## config.mk

```make
export PLATFORM = sky130hd
export DESIGN_NAME = sm4_tau_lin_unit_flat
export DESIGN_NICKNAME = d
export VERILOG_FILES = /design/src/rtl/sm4_tau_lin_unit_if.sv /design/src/rtl/sm4_tau_lin_unit.sv /design/src/flat_wrapper.sv
export SDC_FILE = /design/constraint.sdc
export NUM_CORES = 1
export LEC_CHECK = 0
export ABC_AREA = 0
export CORE_ASPECT_RATIO = 0.5
export CORE_UTILIZATION = 40
export DETAILED_ROUTE_END_ITERATION = 7
export PLACE_DENSITY = 0.7
export SETUP_SLACK_MARGIN = 0.02
export SLEW_MARGIN = 20
export SYNTH_ARGS = -nofsm -noshare
export SYNTH_HDL_FRONTEND = slang
export SYNTH_SLANG_ARGS = --single-unit
```

## constraint.sdc

```tcl
create_clock -name i_clk -period 4.1 [get_ports i_clk]
set_clock_uncertainty 0.05 [all_clocks]
set_input_delay 0.41 -clock i_clk [delete_from_list [all_inputs] [get_ports i_clk]]
set_output_delay 0.41 -clock i_clk [all_outputs]
set_load 0.05 [all_outputs]
```

## src/rtl/sm4_tau_lin_unit_if.sv

```systemverilog
// Word, S-box and result channels of the SM4 tau/linear unit.
// The o_err flag exists only when SM4_TAU_ERR_CHECK_EN is defined.
interface sm4_tau_lin_unit_if;
   logic [31:0] i_word;
   logic        i_mode;
   logic        i_valid;
   logic        o_ready;
   logic [7:0]  o_sbox_data;
   logic        o_sbox_valid;
   logic [7:0]  i_sbox_data;
   logic        i_sbox_valid;
   logic [31:0] o_word;
   logic        o_valid;
   logic        i_ready;
`ifdef SM4_TAU_ERR_CHECK_EN
   logic        o_err;

   modport slave (
      input  i_word, i_mode, i_valid, i_sbox_data, i_sbox_valid, i_ready,
      output o_ready, o_sbox_data, o_sbox_valid, o_word, o_valid, o_err
   );
   modport master (
      output i_word, i_mode, i_valid, i_sbox_data, i_sbox_valid, i_ready,
      input  o_ready, o_sbox_data, o_sbox_valid, o_word, o_valid, o_err
   );
`else
   modport slave (
      input  i_word, i_mode, i_valid, i_sbox_data, i_sbox_valid, i_ready,
      output o_ready, o_sbox_data, o_sbox_valid, o_word, o_valid
   );
   modport master (
      output i_word, i_mode, i_valid, i_sbox_data, i_sbox_valid, i_ready,
      input  o_ready, o_sbox_data, o_sbox_valid, o_word, o_valid
   );
`endif
endinterface

```

## src/rtl/sm4_tau_lin_unit.sv

```systemverilog
// Byte-serial SM4 tau (via external S-box) followed by L or L'.
// Optional sticky protocol-error flag under SM4_TAU_ERR_CHECK_EN.
module sm4_tau_lin_unit #(
   parameter int unsigned SBOX_LAT = 1
) (
   input logic               i_clk,
   input logic               i_rst_n,
   sm4_tau_lin_unit_if.slave bus
);

   if (SBOX_LAT != 1) begin : g_bad_lat
      $error("sm4_tau_lin_unit supports SBOX_LAT == 1 only");
   end

   typedef enum logic [2:0] {StIdle, StIssue, StDrain, StLin, StOut} state_e;

   state_e      state_q, state_d;
   logic [31:0] word_q, word_d;
   logic        mode_q, mode_d;
   logic [1:0]  issue_cnt_q, issue_cnt_d;
   logic [2:0]  rx_cnt_q, rx_cnt_d;
   logic [31:0] b_q, b_d;
   logic [31:0] res_q, res_d;
   logic        in_window;
   logic        capture;

   function automatic logic [31:0] rotl(input logic [31:0] x, input int unsigned n);
      return (x << n) | (x >> (32 - n));
   endfunction

   function automatic logic [31:0] lin_l(input logic [31:0] b);
      return b ^ rotl(b, 2) ^ rotl(b, 10) ^ rotl(b, 18) ^ rotl(b, 24);
   endfunction

   function automatic logic [31:0] lin_lp(input logic [31:0] b);
      return b ^ rotl(b, 13) ^ rotl(b, 23);
   endfunction

   // Results are only taken while a word is in flight and at most four per word.
   assign in_window = (state_q == StIssue) || (state_q == StDrain);
   assign capture   = bus.i_sbox_valid && in_window && (rx_cnt_q != 3'd4);

   always_comb begin
      state_d     = state_q;
      word_d      = word_q;
      mode_d      = mode_q;
      issue_cnt_d = issue_cnt_q;
      rx_cnt_d    = rx_cnt_q;
      b_d         = b_q;
      res_d       = res_q;

      if (capture) begin
         b_d      = {b_q[23:0], bus.i_sbox_data};
         rx_cnt_d = rx_cnt_q + 3'd1;
      end

      unique case (state_q)
         StIdle: begin
            if (bus.i_valid) begin
               word_d      = bus.i_word;
               mode_d      = bus.i_mode;
               issue_cnt_d = 2'd0;
               rx_cnt_d    = 3'd0;
               b_d         = 32'd0;
               state_d     = StIssue;
            end
         end
         StIssue: begin
            issue_cnt_d = issue_cnt_q + 2'd1;
            if (issue_cnt_q == 2'd3) state_d = StDrain;
         end
         StDrain: begin
            if (rx_cnt_d == 3'd4) state_d = StLin;
         end
         StLin: begin
            res_d   = mode_q ? lin_lp(b_q) : lin_l(b_q);
            state_d = StOut;
         end
         StOut: begin
            if (bus.i_ready) state_d = StIdle;
         end
         default: state_d = StIdle;
      endcase
   end

   always_ff @(posedge i_clk) begin
      if (!i_rst_n) begin
         state_q     <= StIdle;
         word_q      <= 32'd0;
         mode_q      <= 1'b0;
         issue_cnt_q <= 2'd0;
         rx_cnt_q    <= 3'd0;
         b_q         <= 32'd0;
         res_q       <= 32'd0;
      end else begin
         state_q     <= state_d;
         word_q      <= word_d;
         mode_q      <= mode_d;
         issue_cnt_q <= issue_cnt_d;
         rx_cnt_q    <= rx_cnt_d;
         b_q         <= b_d;
         res_q       <= res_d;
      end
   end

   always_comb begin
      unique case (issue_cnt_q)
         2'd0: bus.o_sbox_data = word_q[31:24];
         2'd1: bus.o_sbox_data = word_q[23:16];
         2'd2: bus.o_sbox_data = word_q[15:8];
         2'd3: bus.o_sbox_data = word_q[7:0];
      endcase
   end

   assign bus.o_ready      = (state_q == StIdle);
   assign bus.o_sbox_valid = (state_q == StIssue);
   assign bus.o_valid      = (state_q == StOut);
   assign bus.o_word       = res_q;

`ifdef SM4_TAU_ERR_CHECK_EN
   logic err_q, err_d;

   assign err_d = err_q | (bus.i_sbox_valid && !capture);

   always_ff @(posedge i_clk) begin
      if (!i_rst_n) err_q <= 1'b0;
      else          err_q <= err_d;
   end

   assign bus.o_err = err_q;
`endif

endmodule

```

## src/flat_wrapper.sv

```systemverilog
// flat-port wrapper written by rule: the top's interface ports become plain ports
module sm4_tau_lin_unit_flat 
#(
   parameter int unsigned SBOX_LAT = 1
)
  (i_clk, i_rst_n, bus_i_word, bus_i_mode, bus_i_valid, bus_i_sbox_data, bus_i_sbox_valid, bus_i_ready, bus_o_ready, bus_o_sbox_data, bus_o_sbox_valid, bus_o_word, bus_o_valid);
  sm4_tau_lin_unit_if bus_i ();
  input logic i_clk;
  input logic i_rst_n;
  input wire logic [$bits(bus_i.i_word)-1:0] bus_i_word;
  input wire logic [$bits(bus_i.i_mode)-1:0] bus_i_mode;
  input wire logic [$bits(bus_i.i_valid)-1:0] bus_i_valid;
  input wire logic [$bits(bus_i.i_sbox_data)-1:0] bus_i_sbox_data;
  input wire logic [$bits(bus_i.i_sbox_valid)-1:0] bus_i_sbox_valid;
  input wire logic [$bits(bus_i.i_ready)-1:0] bus_i_ready;
  output wire logic [$bits(bus_i.o_ready)-1:0] bus_o_ready;
  output wire logic [$bits(bus_i.o_sbox_data)-1:0] bus_o_sbox_data;
  output wire logic [$bits(bus_i.o_sbox_valid)-1:0] bus_o_sbox_valid;
  output wire logic [$bits(bus_i.o_word)-1:0] bus_o_word;
  output wire logic [$bits(bus_i.o_valid)-1:0] bus_o_valid;
  assign bus_i.i_word = bus_i_word;
  assign bus_i.i_mode = bus_i_mode;
  assign bus_i.i_valid = bus_i_valid;
  assign bus_i.i_sbox_data = bus_i_sbox_data;
  assign bus_i.i_sbox_valid = bus_i_sbox_valid;
  assign bus_i.i_ready = bus_i_ready;
  assign bus_o_ready = bus_i.o_ready;
  assign bus_o_sbox_data = bus_i.o_sbox_data;
  assign bus_o_sbox_valid = bus_i.o_sbox_valid;
  assign bus_o_word = bus_i.o_word;
  assign bus_o_valid = bus_i.o_valid;
  sm4_tau_lin_unit #(.SBOX_LAT(SBOX_LAT)) u_core (.i_clk(i_clk), .i_rst_n(i_rst_n), .bus(bus_i));
endmodule
```

== Word level (Yosys, flattened, before mapping) ==
Index checks and enable logic that the tools add are counted.

* Add/sub/neg operators: 2
* $mul: 0
* Div/mod/pow operators: 0
* Order comparisons: 0
* Eq/ne operators: 13
* Shift-type cells: 0
* Muxes and demuxes: 15
* Bitwise logic cells: 12
* Reductions and logical operators: 9

{| class="wikitable"
|+ Operators with widths
! kind !! count
|-
| 32-bit XOR || 6
|-
| 32-bit 2-to-1 mux || 4
|-
| 32-bit by 10-bit bitwise OR with 32-bit output || 1
|-
| 32-bit by 13-bit bitwise OR with 32-bit output || 1
|-
| 32-bit by 18-bit bitwise OR with 32-bit output || 1
|-
| 32-bit by 2-bit bitwise OR with 32-bit output || 1
|-
| 32-bit by 23-bit bitwise OR with 32-bit output || 1
|-
| 32-bit by 24-bit bitwise OR with 32-bit output || 1
|-
| 8-bit case mux with 4 select lines || 1
|-
| 3-bit 2-to-1 mux || 7
|-
| 3-bit case mux with 5 select lines || 1
|-
| 3-bit by 2-bit equality test with 1-bit output (second input constant) || 2
|-
| 3-bit equality test (second input constant) || 2
|-
| 2-bit inequality test (second input constant) || 3
|-
| 2-bit equality test (second input constant) || 2
|-
| 2-bit case mux with 2 select lines || 1
|-
| 2-bit AND reduction || 2
|-
| 4-bit AND reduction || 1
|-
| 3-bit by 1-bit adder with 3-bit output (second input constant) || 1
|-
| 3-bit by 1-bit equality test with 1-bit output (second input constant) || 1
|-
| 3-bit zero test || 1
|-
| 3-bit inequality test (second input constant) || 1
|-
| 2-bit by 1-bit adder with 2-bit output (second input constant) || 1
|-
| 2-bit by 1-bit equality test with 1-bit output (second input constant) || 1
|-
| 6 further kinds || 7
|}

* Bits in registers: 105
* Latch bits: 0
* RAM bits: 0
* Bits in read-only memories: 0
* Output and inout port bits: 43
* Logic and storage cells: 58
* Memories kept: 0

== Depth between registers and ports, before layout ==
* Word-level depth: 8
* Mapped depth: 8
* Mapped depth without buffers: 7

== Least setup slack after synthesis ==
Ideal clock, no wire load.

* Kind: reg-to-output
* From: register u_core.issue_cnt_q[0]
* To: output port bus_o_sbox_data[0]
* Arrival: 1.818 ns
* Required time: 3.640 ns
* Setup slack: 1.822 ns
* Stages on the path, launching flop included: 5
* Path buffers: 1
* Path through: dfxtp_1 > inv_1 > ha_1 > clkbuf_1 > mux2i_1

* Word-level cells in the longest chain between the ends: 2
* Elaborated cells between the ends (all ways): 5
* Classes of those cells: eq/ne: 3; mux: 1; reduce/logical: 1

{| class="wikitable"
|+ Ends and longest elaborated chain
! item !! RTL line !! RTL
|-
| start, declared || sm4_tau_lin_unit.sv:20 || <nowiki>logic [1:0] issue_cnt_q, issue_cnt_d;</nowiki>
|-
| start signal, assigned || sm4_tau_lin_unit.sv:99 || <nowiki>issue_cnt_q <= issue_cnt_d;</nowiki>
|-
| 2-bit equality test, or another cell as far along || sm4_tau_lin_unit.sv:107 || <nowiki>unique case (issue_cnt_q)</nowiki>
|-
| 8-bit case mux with 4 select lines (*) || sm4_tau_lin_unit.sv:107 ||
|-
| end, declared || flat_wrapper.sv:17 || <nowiki>output wire logic [$bits(bus_i.o_sbox_data)-1:0] bus_o_sbox_data;</nowiki>
|}

Every way passes the cells marked *; elsewhere a longest branch is shown, timed or not.

== Final worst setup path ==
Same ends and word-level chain as after synthesis.

==> run summary <==
The synthesized flop and latch total is 105. Setup repair after global routing left no endpoint under its margin. The insertion delay to the later sink of the worst-skew pair is 0.35 ns. The effective utilization at floorplan came out at 41.57%. The average via count per standard cell is 4.963. The routing usage on met1 came out at 25.29%.

The wire length of the first global-routing pass is 21.37 mm. The leading cell type in the layout, fill and taps excluded is nand2_1. The arrival time reported for the critical path endpoint is 2.37 ns.

From synthesis to final layout, the design area changed by 19.27%. The overall power came out at 2213 uW. The total number of vias is 4571.

The flow ran to the end, and the final reports show no timing, DRC or antenna violations. The core region is 0.01378 mm2. Sequential cells were found to cover 36.71% of the synthesized design area.

The library cells used most frequently in the layout, excluding fill and tap cells, are nand2_1 (161), dfxtp_1 (104), clkdlybuf4s50_1 (87), xnor2_1 (72), a21oi_1 (66). The number of global-route vias before repair came out at 4203. The number of gates given a new drive strength after cts is 0. The global placer's final weighted congestion is 0.8663. The floorplan has 30 rows. The top-level port count came out at 89. The number of buffers on the longest clock path came out at 2. The count of placed standard cells in the final layout, fillers left out came out at 921.

Based on the critical path, the design can be clocked at up to 353.0 MHz. The number of enable-type register cells in the synthesized netlist came out at 0. Setup violations remaining at the end of the flow were counted as 0. The detailed router finished its first iteration with 379 violations.

The number of placed instances with taps included is 905. The largest net degree at the start of global routing is 66. The cell count after synthesis came out at 698. The signal on the critical path passes through ha_1 > a222oi_1 > mux2i_1 > clkdlybuf4s50_1. The critical path is of the flop to output port type. Among all stages on the critical path, the largest delay is contributed by clkdlybuf4s50_1. Across the run, the number of max-cap violations was 0. The first-pass iteration count of the detailed router came out at 6. The clock transition time at the flip-flop clock pins of the worst setup and hold paths is 0.07 ns. Dividing the detail-routed wire length by the instance count gives 14.57 um. The max-slew violation count is 0. The critical path capture point type is an output port. The repair_antennas step left the layout with diodes totalling 0. Averaged over all synthesized cells, the footprint is 8.205 um2. The number of buffers added by the clock tree synthesis step came out at 9. The fraction of registers with async set/reset came out at 0%. The number of antenna violations at the first check in global routing is 0. The buffer and inverter count on the worst path came out at 1. The cell sitting at the root of the clock tree is a clkbuf_16. TritonCTS built the clock tree. In this run the tightest slew margin relative to its limit is 27.19%. Global routing finished with a remaining overflow of 0. In the synthesized netlist the dominant register cell turns out to be dfxtp_1. The met2 capacity usage during global routing came out at 30.12%.

The placed wire-length estimate after detailed placement is 9.544 mm. The overall track demand over capacity in global routing is 18.55%. Power spread over the standard cell area amounts to 324.0 mW/mm2. The worst setup path is launched from a flop.

The final cell area excluding filler cells came out at 0.006830 mm2. Summing every instance area after synthesis gives 0.005727 mm2. The maximum fanout along the worst path is 10. The height of the die came out at 86.61 um. The number of warnings issued by yosys is 0. The width of the die came out at 171.2 um.

The buffers inserted during post-CTS setup optimization came out at 0. The portion of the clock cycle consumed by the worst path in the final layout came out at 69.10%. The cell leakage power is 0.002474 uW. The number of different library cells used by synthesis comes to 43. The total die area is 0.01483 mm2. The number of H-tree levels came out at 3. The worst ir drop on vdd came out at 0.1934 mV.

In the final layout, the share of cells above drive strength 1 is 4.527%. The delay contributed by the slowest stage of the critical path is 0.82 ns. After layout, the minimum clock period comes to 2.833 ns. Hold repair after CTS inserted 0 buffers. The number of remaining DRC errors is 0.

The count of input and output buffers came out at 88. The worst hold path belongs to the class flop to flop. The actual transition at the worst max-transition pin came out at 1.092 ns. The clock net sink count is 105. The count of nets left with antenna violations once routing finished came out at 0. The final-report hold violation count is 0. The number of nets in the synthesized netlist is 750. After detailed placement, the total cell area comes to 0.006526 mm2. The required time reported for the critical path endpoint came out at 3.64 ns. For this block, the routed nets add up to 13.42 mm of wire. The cell family contributing the most delay on the critical path is buffers and inverters.

In this run the most used layer during global routing was met2. The number of nets at the end of the flow is 776. The met3 usage in global routing came out at 3.790%. The tightest hold path in the finished design has a slack of 0.4029 ns. In the final timing run, aggregate negative setup slack is 0 ns.
[cell type report]
| cell class | count | area (um2) |
|---|---|---|
| Clock buffer | 10 | 229.0 |
| Clock inverter | 6 | 73.82 |
| Fill cell | 1313 | 6945 |
| Inverter | 14 | 52.55 |
| Multi-Input combinational cell | 502 | 3226 |
| Sequential cell | 105 | 2103 |
| Tap cell | 192 | 240.2 |
| Timing Repair Buffer | 92 | 905.9 |
[report_power, final]
group	switching (uW)	leakage [uW]	internal, uW	total (uW)
clock network	395	0.000148	483	878
registers	33.4	0.000852	1040	1080
logic	139	0.00147	119	258
total	568	0.00247	1650	2210
[kinds of logic after synthesis]
logic type	count (synthesis)	share of synthesized area [%]
flip-flops	105	36.71
AO/OA/AOI/OAI	170	17.68
adder cells (fa/ha/maj)	6	1.311
AND/OR/NAND/NOR	184	13.46
XOR/XNOR	129	21.56
multiplexers	13	2.272
buffers and inverters	91	7.013
[worst register-to-register path, stage by stage (launching register included)]
cell and delay (ns):
dfxtp_1 0.59, xor2_4 0.25, nand4b_4 0.43, nor4_2 0.36
a41oi_1 0.15, o41ai_1 0.40
[routing by layer]
metal,share of wire [%],vias up,wire length (um)
li1,-,2314,-
met1,49,2124,6559
met2,45,123,6058
met3,5.1,10,687
met4,0.82,0,110
met5,0,-,0
[cells in the mapped netlist (5+ instances only)]
cell type / instances / area, um2
a21boi_1: 34 / 255.2
a21oi_1: 66 / 330.3
a222oi_1: 8 / 80.08
buf_2: 39 / 195.2
clkbuf_1: 35 / 131.4
dfxtp_1: 105 / 2102
ha_1: 6 / 75.07
inv_1: 13 / 48.80
mux2i_1: 13 / 130.1
nand2_1: 161 / 604.3
nor2_1: 5 / 18.77
o21ai_0: 27 / 135.1
o21ai_1: 25 / 125.1
xnor2_1: 72 / 630.6
xnor2_2: 5 / 81.33
xor2_1: 47 / 411.6
[registers in the layout, indices dropped and copies added (netlist names)]
| register | cells |
|---|---|
| u_core.rx_cnt_q | 3 |
| u_core.mode_q | 1 |
| u_core.b_q | 32 |
| u_core.state_q | 3 |
| u_core.bus.o_word | 32 |
| u_core.word_q | 32 |
| u_core.issue_cnt_q | 2 |
[path summary, 6_finish.rpt]
check	from	end	slack [ns]	depth (start not counted)
worst max-delay path	u_core.issue_cnt_q[0]	bus_o_sbox_data[0]	1.27	4
worst min-delay path	u_core.word_q[27]	u_core.word_q[27]	0.40	2
worst min register to register	u_core.word_q[27]	u_core.word_q[27]	0.40	2
worst max register to register	u_core.state_q[0]	u_core.state_q[0]	1.76	5
[metrics by stage]
step           utilization, %  setup WS, ns
2_1_floorplan               -         1.822
3_3_place_gp            47.38         1.659
3_5_place_dp            47.38         1.649
4_1_cts                 49.57         1.265
5_1_grt                 49.58         1.151
6_report                49.58         1.267
Power figures use the tool's default switching activity.
